==> config.mk <==
export PLATFORM = sky130hd
export DESIGN_NAME = fifo_flag_status_reg
export DESIGN_NICKNAME = d
export VERILOG_FILES = /design/src/rtl/fifo_flag_status_reg.sv
export SDC_FILE = /design/constraint.sdc
export NUM_CORES = 1
export LEC_CHECK = 0
export CAP_MARGIN = 20
export CORE_ASPECT_RATIO = 1.5
export CORE_UTILIZATION = 40
export CTS_CLUSTER_DIAMETER = 80
export DETAILED_ROUTE_END_ITERATION = 16
export GPL_ROUTABILITY_DRIVEN = 0
export SYNTH_ARGS = -nofsm -noshare
export SYNTH_HDL_FRONTEND = slang
export SYNTH_SLANG_ARGS = --single-unit
==> constraint.sdc <==
create_clock -name clk -period 5.9 [get_ports clk]
set_clock_uncertainty 0.2 [all_clocks]
set_input_delay 1.18 -clock clk [delete_from_list [all_inputs] [get_ports clk]]
set_output_delay 1.18 -clock clk [all_outputs]
set_load 0.005 [all_outputs]
==> src/rtl/fifo_flag_status_reg.sv <==
// Registered FIFO status unit: pointer-derived occupancy, hysteretic almost flags,
// sticky error flags, peak watermark and runtime-programmable thresholds.
module fifo_flag_status_reg #(
    parameter int ADDR_W      = 3,
    parameter int A_FULL_DEF  = 6,
    parameter int A_EMPTY_DEF = 2,
    parameter int HALF_VAL    = 4,
    parameter int HYST        = 1
) (
    input  logic              clk,
    input  logic              reset_n,
    input  logic [ADDR_W:0]   wr_ptr,
    input  logic [ADDR_W:0]   rd_ptr,
    input  logic              wr_req,
    input  logic              rd_req,
    input  logic              cfg_load,
    input  logic [ADDR_W:0]   cfg_a_full,
    input  logic [ADDR_W:0]   cfg_a_empty,
    input  logic              clr_sticky,
    output logic [ADDR_W:0]   occupancy,
    output logic              f_full,
    output logic              f_empty,
    output logic              f_almost_full,
    output logic              f_almost_empty,
    output logic              f_half,
    output logic              f_healthy,
    output logic              f_overflow,
    output logic              f_underflow,
    output logic              f_ptr_err,
    output logic [ADDR_W:0]   peak_occ,
    output logic              cfg_err
);

    localparam int PW    = ADDR_W + 1;
    localparam int DEPTH = 1 << ADDR_W;

    localparam logic [PW-1:0] DEPTH_V = PW'(DEPTH);
    localparam logic [PW-1:0] HALF_V  = PW'(HALF_VAL);
    localparam logic [PW-1:0] HYST_V  = PW'(HYST);
    localparam logic [PW:0]   HYST_X  = (PW+1)'(HYST);

    logic [PW-1:0] occ_q, occ_d;
    logic [PW-1:0] peak_q, peak_d;
    logic [PW-1:0] thr_af_q, thr_af_d;
    logic [PW-1:0] thr_ae_q, thr_ae_d;
    logic          full_q, full_d;
    logic          empty_q, empty_d;
    logic          af_q, af_d;
    logic          ae_q, ae_d;
    logic          half_q, half_d;
    logic          healthy_q, healthy_d;
    logic          ovf_q, ovf_d;
    logic          unf_q, unf_d;
    logic          perr_q, perr_d;
    logic          cfg_err_q, cfg_err_d;

    logic [PW-1:0] diff;
    logic [PW-1:0] af_lo;
    logic [PW:0]   ae_sum;
    logic [PW-1:0] ae_hi;
    logic [PW-1:0] peak_base;
    logic          ptr_bad;
    logic          cfg_ok;

    always_comb begin
        // NOTE: every variable gets a value on every path (holds assigned up front) so no latch is inferred.
        diff    = wr_ptr - rd_ptr;
        ptr_bad = diff > DEPTH_V;
        occ_d   = ptr_bad ? occ_q : diff;

        full_d  = (occ_d == DEPTH_V);
        empty_d = (occ_d == '0);
        half_d  = (occ_d >= HALF_V);

        // Hysteresis band edges, clamped to the legal occupancy range.
        af_lo  = (thr_af_q > HYST_V) ? (thr_af_q - HYST_V) : '0;
        ae_sum = {1'b0, thr_ae_q} + HYST_X;
        ae_hi  = (ae_sum > {1'b0, DEPTH_V}) ? DEPTH_V : ae_sum[PW-1:0];

        af_d = af_q;
        if (occ_d >= thr_af_q)   af_d = 1'b1;
        else if (occ_d < af_lo)  af_d = 1'b0;

        ae_d = ae_q;
        if (occ_d <= thr_ae_q)   ae_d = 1'b1;
        else if (occ_d > ae_hi)  ae_d = 1'b0;

        healthy_d = ~(full_d | empty_d | af_d | ae_d | half_d);

        // A fresh set condition beats a simultaneous clear.
        ovf_d  = (wr_req & full_q & ~rd_req) | (ovf_q & ~clr_sticky);
        unf_d  = (rd_req & empty_q) | (unf_q & ~clr_sticky);
        perr_d = ptr_bad | (perr_q & ~clr_sticky);

        peak_base = clr_sticky ? occ_q : peak_q;
        peak_d    = (occ_d > peak_base) ? occ_d : peak_base;

        cfg_ok = (cfg_a_empty != '0) && (cfg_a_empty < cfg_a_full) && (cfg_a_full <= DEPTH_V);
        thr_af_d = thr_af_q;
        thr_ae_d = thr_ae_q;
        if (cfg_load && cfg_ok) begin
            thr_af_d = cfg_a_full;
            thr_ae_d = cfg_a_empty;
        end
        cfg_err_d = cfg_load & ~cfg_ok;
    end

    always_ff @(posedge clk or negedge reset_n) begin
        if (!reset_n) begin
            occ_q     <= '0;
            peak_q    <= '0;
            thr_af_q  <= PW'(A_FULL_DEF);
            thr_ae_q  <= PW'(A_EMPTY_DEF);
            full_q    <= 1'b0;
            empty_q   <= 1'b1;
            af_q      <= 1'b0;
            ae_q      <= 1'b1;
            half_q    <= 1'b0;
            healthy_q <= 1'b0;
            ovf_q     <= 1'b0;
            unf_q     <= 1'b0;
            perr_q    <= 1'b0;
            cfg_err_q <= 1'b0;
        end else begin
            // NOTE: non-blocking so every flop samples the pre-edge value of the others.
            occ_q     <= occ_d;
            peak_q    <= peak_d;
            thr_af_q  <= thr_af_d;
            thr_ae_q  <= thr_ae_d;
            full_q    <= full_d;
            empty_q   <= empty_d;
            af_q      <= af_d;
            ae_q      <= ae_d;
            half_q    <= half_d;
            healthy_q <= healthy_d;
            ovf_q     <= ovf_d;
            unf_q     <= unf_d;
            perr_q    <= perr_d;
            cfg_err_q <= cfg_err_d;
        end
    end

    assign occupancy      = occ_q;
    assign f_full         = full_q;
    assign f_empty        = empty_q;
    assign f_almost_full  = af_q;
    assign f_almost_empty = ae_q;
    assign f_half         = half_q;
    assign f_healthy      = healthy_q;
    assign f_overflow     = ovf_q;
    assign f_underflow    = unf_q;
    assign f_ptr_err      = perr_q;
    assign peak_occ       = peak_q;
    assign cfg_err        = cfg_err_q;

endmodule

==> impl_metrics.csv <==
group,metric,value,unit
worst_setup_path,critPathKind,"input port to flop",
placed_design,dp_cells,316,
clock_tree,tritoncts,"done",
pwr,comb_power_share,0.523,
yosys,yosys_most_used_dff,"dfrtp_1",
route,routed_wl,4.564,mm
worst_setup_path,crit_fanout,5,
route,drt_pass1_iterations,4,
worst_setup_path,max_stage_delay,0.45,ns
floorplan,die_y,87.94,µm
yosys,yosys-top-cells-count,"inv_1 (26), dfrtp_1 (21), ha_1 (18), nand2_1 (16)",
yosys,yosys-mux-area-fraction,0.08132,
yosys,synth_area,1969,µm²
yosys,synthXorXnorAreaFrac,0.02224,
yosys,synth.top_cell.area_share,0.2668,
pwr,seq_power_share,0.312,
yosys,yosys-top-cells-area,"dfrtp_1 (27%), ha_1 (11%), dfstp_2 (6.7%), inv_1 (5.0%), mux2_2 (4.6%)",
global_route,first_global_vias,1741,
final_layout,final_core_util,0.5444,
yosys,synth_compound_area_frac,0.1868,
final_layout,fin_nets,298,
clock_tree,post_cts_buffers,0,
final_layout,finalInstanceArea,2514,µm²
floorplan,core,4617,µm²
job,cap_violations,0,
pwr,p_clk_frac,0.165,
final_layout,finalNonFillerCells,320,
yosys,yosysTopAreaCell,"dfrtp_1",
clock_tree,cts_max_path_buffers,2,
clock_tree,cts-resized-gates,0,
yosys,synth_simple_gate_area_frac,0.1900,
yosys,synth_cell_types,52,
timing,fmax,204.6,MHz
route,drt_iter0_markers,27,
timing,tns,0,ns
worst_setup_path,startpoint_type,"input port",
placed_design,dpl_cell_area,2442,µm²
worst_setup_path,cp.arrival,4.86,ns
floorplan,initial_core_util,0.4266,
hold_path,holdPathStages,2,
yosys,syn_avg_cell_area,9.203,µm²
yosys,synthCells,214,
timing,final-setup-viol-count,0,
yosys,synthAdderAreaFrac,0.1302,
hold_path,min_to,"thr_af_q[1]",
global_route,grt_usage,0.1976,
yosys,yosysMostFrequentCell,"inv_1",
clock_tree,clock-root-buffer,"clkbuf_8",
timing,hold_viol,0,
pwr,ir_drop,155.9,µV
yosys,synth_seq_area_share,0.3335,
placed_design,port_buffers,39,
timing,rsz0062_at_grt,"false",
timing,relSlewSlack,0.6793,
global_route,grt_pass1_wl,7.755,mm
floorplan,row_count,30,
timing,finalCriticalPeriod,4.887,ns
placed_design,hpwl,3.714,mm
clock_tree,worst_skew_pair.late_latency,0.27,ns
floorplan,dieArea,5214,µm²
final_layout,area_delta_synth_final,27.64,%
route,dr_total_vias,1714,
worst_setup_path,cp-end-kind,"flop",
timing,timing.hold.ws,0.2999,ns
final_layout,antenna_cells,0,
timing,worst_pin_slew,0.4796,ns
pwr,p_int,572.2,µW
timing,fin_ws,1.013,ns
pwr,p_leak,1.142,nW
timing,post-route-period-util,0.8282,
pwr,power.total,908.2,µW
pwr,p_sw_frac,0.3699,
yosys,synth_top_family_by_area,"simple AND/OR/NAND/NOR gates",
final_layout,layout-drive-gt1-share,0.1289,
yosys,syn-num-nets,255,
route,vias_per_cell,5.356,
worst_setup_path,reg2reg_depth,11,
worst_setup_path,r2r_end,"f_healthy",
hold_path,holdCritStartpoint,"thr_af_q[1]",
yosys,yosysWarningCount,0,
clock_tree,cts.sinks,26,
pwr,power_switching,335.9,µW
clock_tree,cts_max_level,1,
route,route.detailed.drc,0,
route,ant_nets,0,
worst_setup_path,path_cells,"clkdlybuf4s50_1 -> inv_1 -> ha_1 -> fa_1 -> xnor2_1 -> nor2_4 -> nor4b_2 -> nor2_1 -> inv_1 -> ha_1 -> nand3_1 -> or3_1 -> a21oi_1 -> nor4_1 -> o31ai_1 -> a2111oi_2",
worst_setup_path,reg2reg_from,"thr_af_q[1]",
timing,maxSlewViolCount,0,
clock_tree,numCtsBuffers,3,
floorplan,die_w,59.29,µm
status,status,"completed",
global_route,antenna_found_initial,0,
pwr,pwr_density_cell,361.3,nW/µm²
global_route,grt_max_degree,27,
floorplan,num_io_pins,40,
yosys,synth_edf_count,0,
placed_design,pre_cts_slack,0.7426,ns
worst_setup_path,worstPathRequired,5.87,ns
clock_tree,clk_pin_slew_worst_paths,0.09,ns
global_route,grt-ovfl-total,0,
hold_path,hp-class,"flop to flop",
worst_setup_path,worst_path_max_delay_cell,"clkdlybuf4s50_1",
yosys,async_flop_share,1.000,
route,wl_per_cell,14.26,µm
yosys,synth-seq-cells,26,
clock_tree,cts_hold_buf,0,
worst_setup_path,r2r_setup_slack,3.02,ns
per-layer routing:
layer | up-vias | GRT usage | routed length (µm)
met4 | 0 | 0.1169 | 154
met3 | 13 | 0.02216 | 173
met2 | 49 | 0.3544 | 2450
li1 | 858 | - | -
met1 | 794 | 0.2178 | 1785
met5 | - | 0 | 0
power groups by stage:
stage | clock, mW | sequential [mW] | combinational (mW)
floorplan | 0 | 0.279 | 0.307
detailed placement | 0 | 0.288 | 0.472
CTS | 0.154 | 0.284 | 0.477
global route | 0.156 | 0.293 | 0.533
finish | 0.149 | 0.283 | 0.475
global placement | 0 | 0.287 | 0.473
how the worst max path moves through the flow:
stage,startpoint,end,slack (ns),cells after the start
4_1_cts,wr_ptr[0],f_healthy,1.02,16
6_report,wr_ptr[0],f_healthy,1.01,16
5_1_grt,wr_ptr[0],peak_occ[1],0.69,16
2_1_floorplan,wr_ptr[0],f_healthy,1.63,15
3_3_place_gp,wr_ptr[0],peak_occ[1],0.81,16
3_5_place_dp,wr_ptr[0],f_healthy,0.74,16
sequential cells by signal, summed over array words and instances, names as in the netlist, 4 cells and up:
name / count
thr_ae_q: 4
peak_occ: 4
thr_af_q: 4
occupancy: 4
critical path: cells and delay by family:
family / cells / cell delay, ns
AO/OA/AOI/OAI: 3 / 0.58
XOR/XNOR: 1 / 0.37
adder cells (fa/ha/maj): 3 / 0.90
buffers and inverters: 3 / 0.67
AND/OR/NAND/NOR: 6 / 1.15
kinds of logic (layout without fill, tap and decap cells):
kind of cell | Yosys count | after routing
AOI/OAI and AO/OA | 54 | 54
xor gates and xnor gates | 5 | 5
adders and majority gates | 20 | 20
buffers and inverters | 29 | 71
DFF | 26 | 26
muxes | 15 | 15
and+or+nand+nor | 65 | 65
cell usage in the layout (no fill, tap or decap), types with 7 or more instances in the layout:
master and n:
mux2_2 8, nand3_1 7, ha_1 18, a21oi_1 10, o21ai_0 8, clkdlybuf4s50_1 39
inv_1 26, nand2_1 16, mux2i_1 7, nor2_1 10, dfrtp_1 21, nor3_1 9
area by class of cell:
class / count / area [µm²]
Multi-Input combinational cell: 159 / 1202
Clock inverter: 1 / 30.03
Inverter: 26 / 97.59
Fill cell: 447 / 2103
Timing Repair Buffer: 41 / 405.4
Tap cell: 64 / 80.08
Sequential cell: 26 / 656.9
Clock buffer: 3 / 41.29
No activity file was read; power rests on OpenSTA's default activity.
==> variant: new RTL, same flow settings <==
Reset style: synchronous (`reset_n`), changed in one clocked block.
--- a/src/rtl/fifo_flag_status_reg.sv
+++ b/src/rtl/fifo_flag_status_reg.sv
@@ -107,3 +107,3 @@
 
-    always_ff @(posedge clk or negedge reset_n) begin
+    always_ff @(posedge clk) begin
         if (!reset_n) begin
Function: differs if reset_n is asserted again (counterexample within 4 cycles, from zero or initial values and one cycle with reset_n low); with reset_n held inactive, the same outputs for 10 cycles.
==> variant against the unedited design <==
- setup slack better by 200 ps
- critical path depth decreased by 3
- synthesized area decreased by 11%
- hold slack gained 15 ps
- sequential cell count unchanged
- first-iteration DRC count increased by 22%
- core utilization decreased by 1.3 points
- wire length fell by 13%
- final area down 11%
- global-route usage down 1.8 points
- via count is 9.1% lower
- critical endpoint is now f_healthy$_SDFF_PN0_
- highest routed layer unchanged
Power is not compared: it rests on default switching activity, and its combinational part moved more than twofold at a synthesized area within 25%.
==> variant: results (changes against the unedited design) <==
worst_setup_path:
  crit_arrival_ps: 4640  # -220 ps
  crit_fanout: 6  # +1
  slowest_delay_ps: 520  # +70 ps
  crit_slowest_cell: "mux2i_1"
synth:
  yosys-top-cells-count: "26 x dfxtp_1, 18 x ha_1, 17 x inv_1"
  synthDistinctLibCells: 52  # unchanged
  synthAdderAreaFrac_pct: 15.15  # +2.1 points
  synth_nets: 243  # -4.7%
  synthArstFlopShare_pct: 0  # -100 points
  seq_area_frac_synth_pct: 29.59  # -3.8 points
  synth_mux_area_share_pct: 9.388  # +1.3 points
  synth_xor_area_share_pct: 1.920  # -0.30 points
  synth-compound-area-share_pct: 16.36  # -2.3 points
  synth-main-ff-cell: "dfxtp_1"
  synth_area_leaders: "dfxtp_1 30%, ha_1 13%, mux2i_1 6.8%"
route:
  via_per_inst: 5.429  # +1.4%
  drt-initial-drc-count: 33  # +22%
  drt_wl_total_mm: 3.992  # -13%
global_route:
  grt_pass1_wl_mm: 6.824  # -12%
  grt_pass1_vias: 1548  # -11%
  grt_max_degree: 24  # -11%
  grt_usage_pct: 17.95  # -1.8 points
place:
  dpl.hpwl_mm: 3.258  # -12%
  post-place-ws_ps: 960.8  # +218.1 ps
  portBuffers: 39  # unchanged
cells_and_area:
  antenna_cells: 0  # unchanged
  drive_gt1_share_pct: 8.714  # -4.2 points
  finalNetCount: 284  # -4.7%
sta:
  slew_headroom_pct: 48.83  # -19 points
pwr:
  leakage_uw: 0.0009857
clock_network:
  post-cts-setup-buffers: 0  # unchanged
  cts-buffers-inserted: 3  # unchanged
  cts.root.buffer_cell: "clkbuf_8"
  cts.clk_slew.worst_paths_ps: 90  # about the same
  cts_buffer_depth: 2  # unchanged
  cts.repair.resized: 0  # unchanged
run_status:
  outcome: "finished, final reports clean"
==> variant: cell count changes in the layout (fill, tap and decap cells not counted), sizes merged, moves of 4 or more <==
cell | unedited run | this run
nand3 | 7 | 2
mux2i | 7 | 12
nor3 | 10 | 5
mux2 | 8 | 4
dfrtp | 21 | 0
inv | 26 | 19
dfstp | 5 | 0
o211ai | 0 | 4
and2 | 1 | 6
nor2b | 2 | 11
dfxtp | 0 | 26
o21ai | 14 | 9
==> variant: critical path, delay by kind of cell <==
kind / cells / cell delay (ps)
muxes: 1 / 520
and+or+nand+nor: 4 / 1060
buffers and inverters: 2 / 490
AOI/OAI and AO/OA: 4 / 720
adders and majority gates: 2 / 670
==> variant: through the flow <==
stage | total power, uW | hold WS [ps] | cells | utilization, %
after floorplan | 349.0 | 277.9 | 202 | -
after global placement | 429.3 | 297.2 | 284 | 52.17
after detailed placement | 431.1 | 301.6 | 284 | 52.17
after CTS | 529.8 | 313.9 | 287 | 53.15
after global routing | 566.0 | 351.4 | 287 | 53.15
final | 524.4 | 314.4 | 287 | 53.15
==> variant: logic make-up (layout without fill, tap and decap cells) <==
group / count (synthesis) / count (layout)
AND/OR/NAND/NOR: 71 / 71
AO/OA/AOI/OAI: 42 / 42
multiplexers: 16 / 16
buffers and inverters: 23 / 62
flip-flops: 26 / 26
XOR/XNOR: 3 / 3
adder cells (fa/ha/maj): 21 / 21
==> variant: report_power, final <==
part	leakage, uW	switching [uW]	internal (uW)	total (uW)
clock network	0.0000216	54.0	45.7	99.7
logic	0.000751	102	113	215
registers	0.000213	14.3	195	209
==> variant: final cells by class <==
class | instances | area (sq um)
repair buffers | 39 | 390.4
fillers | 445 | 1972
multi-input cells | 153 | 1151
flip-flops and latches | 26 | 520.5
clock buffers | 3 | 41.29
inverters | 20 | 76.32
well taps | 46 | 57.56
==> variant: layer usage <==
layer,vias to the layer above,GRT usage (%),part of all wire [%]
li1,808,-,-
met1,710,17.96,39
met2,35,37.55,57
met3,5,2.336,2.9
met4,0,3.326,0.80
met5,-,0,0
==> variant: worst paths after layout <==
| path | endpoint | slack (ps) | depth (start not counted) | start |
|---|---|---|---|---|
| setup reg to reg | f_healthy$_SDFF_PN0_ | 3000 | 11 | thr_af_q[0]$_SDFFE_PN0P_ |
| hold / removal | thr_af_q[1]$_SDFFE_PN1P_ | 310 | 2 | thr_af_q[1]$_SDFFE_PN1P_ |
| hold reg to reg | thr_af_q[1]$_SDFFE_PN1P_ | 310 | 2 | thr_af_q[1]$_SDFFE_PN1P_ |
| setup / recovery | f_healthy$_SDFF_PN0_ | 1220 | 13 | rd_ptr[2] |
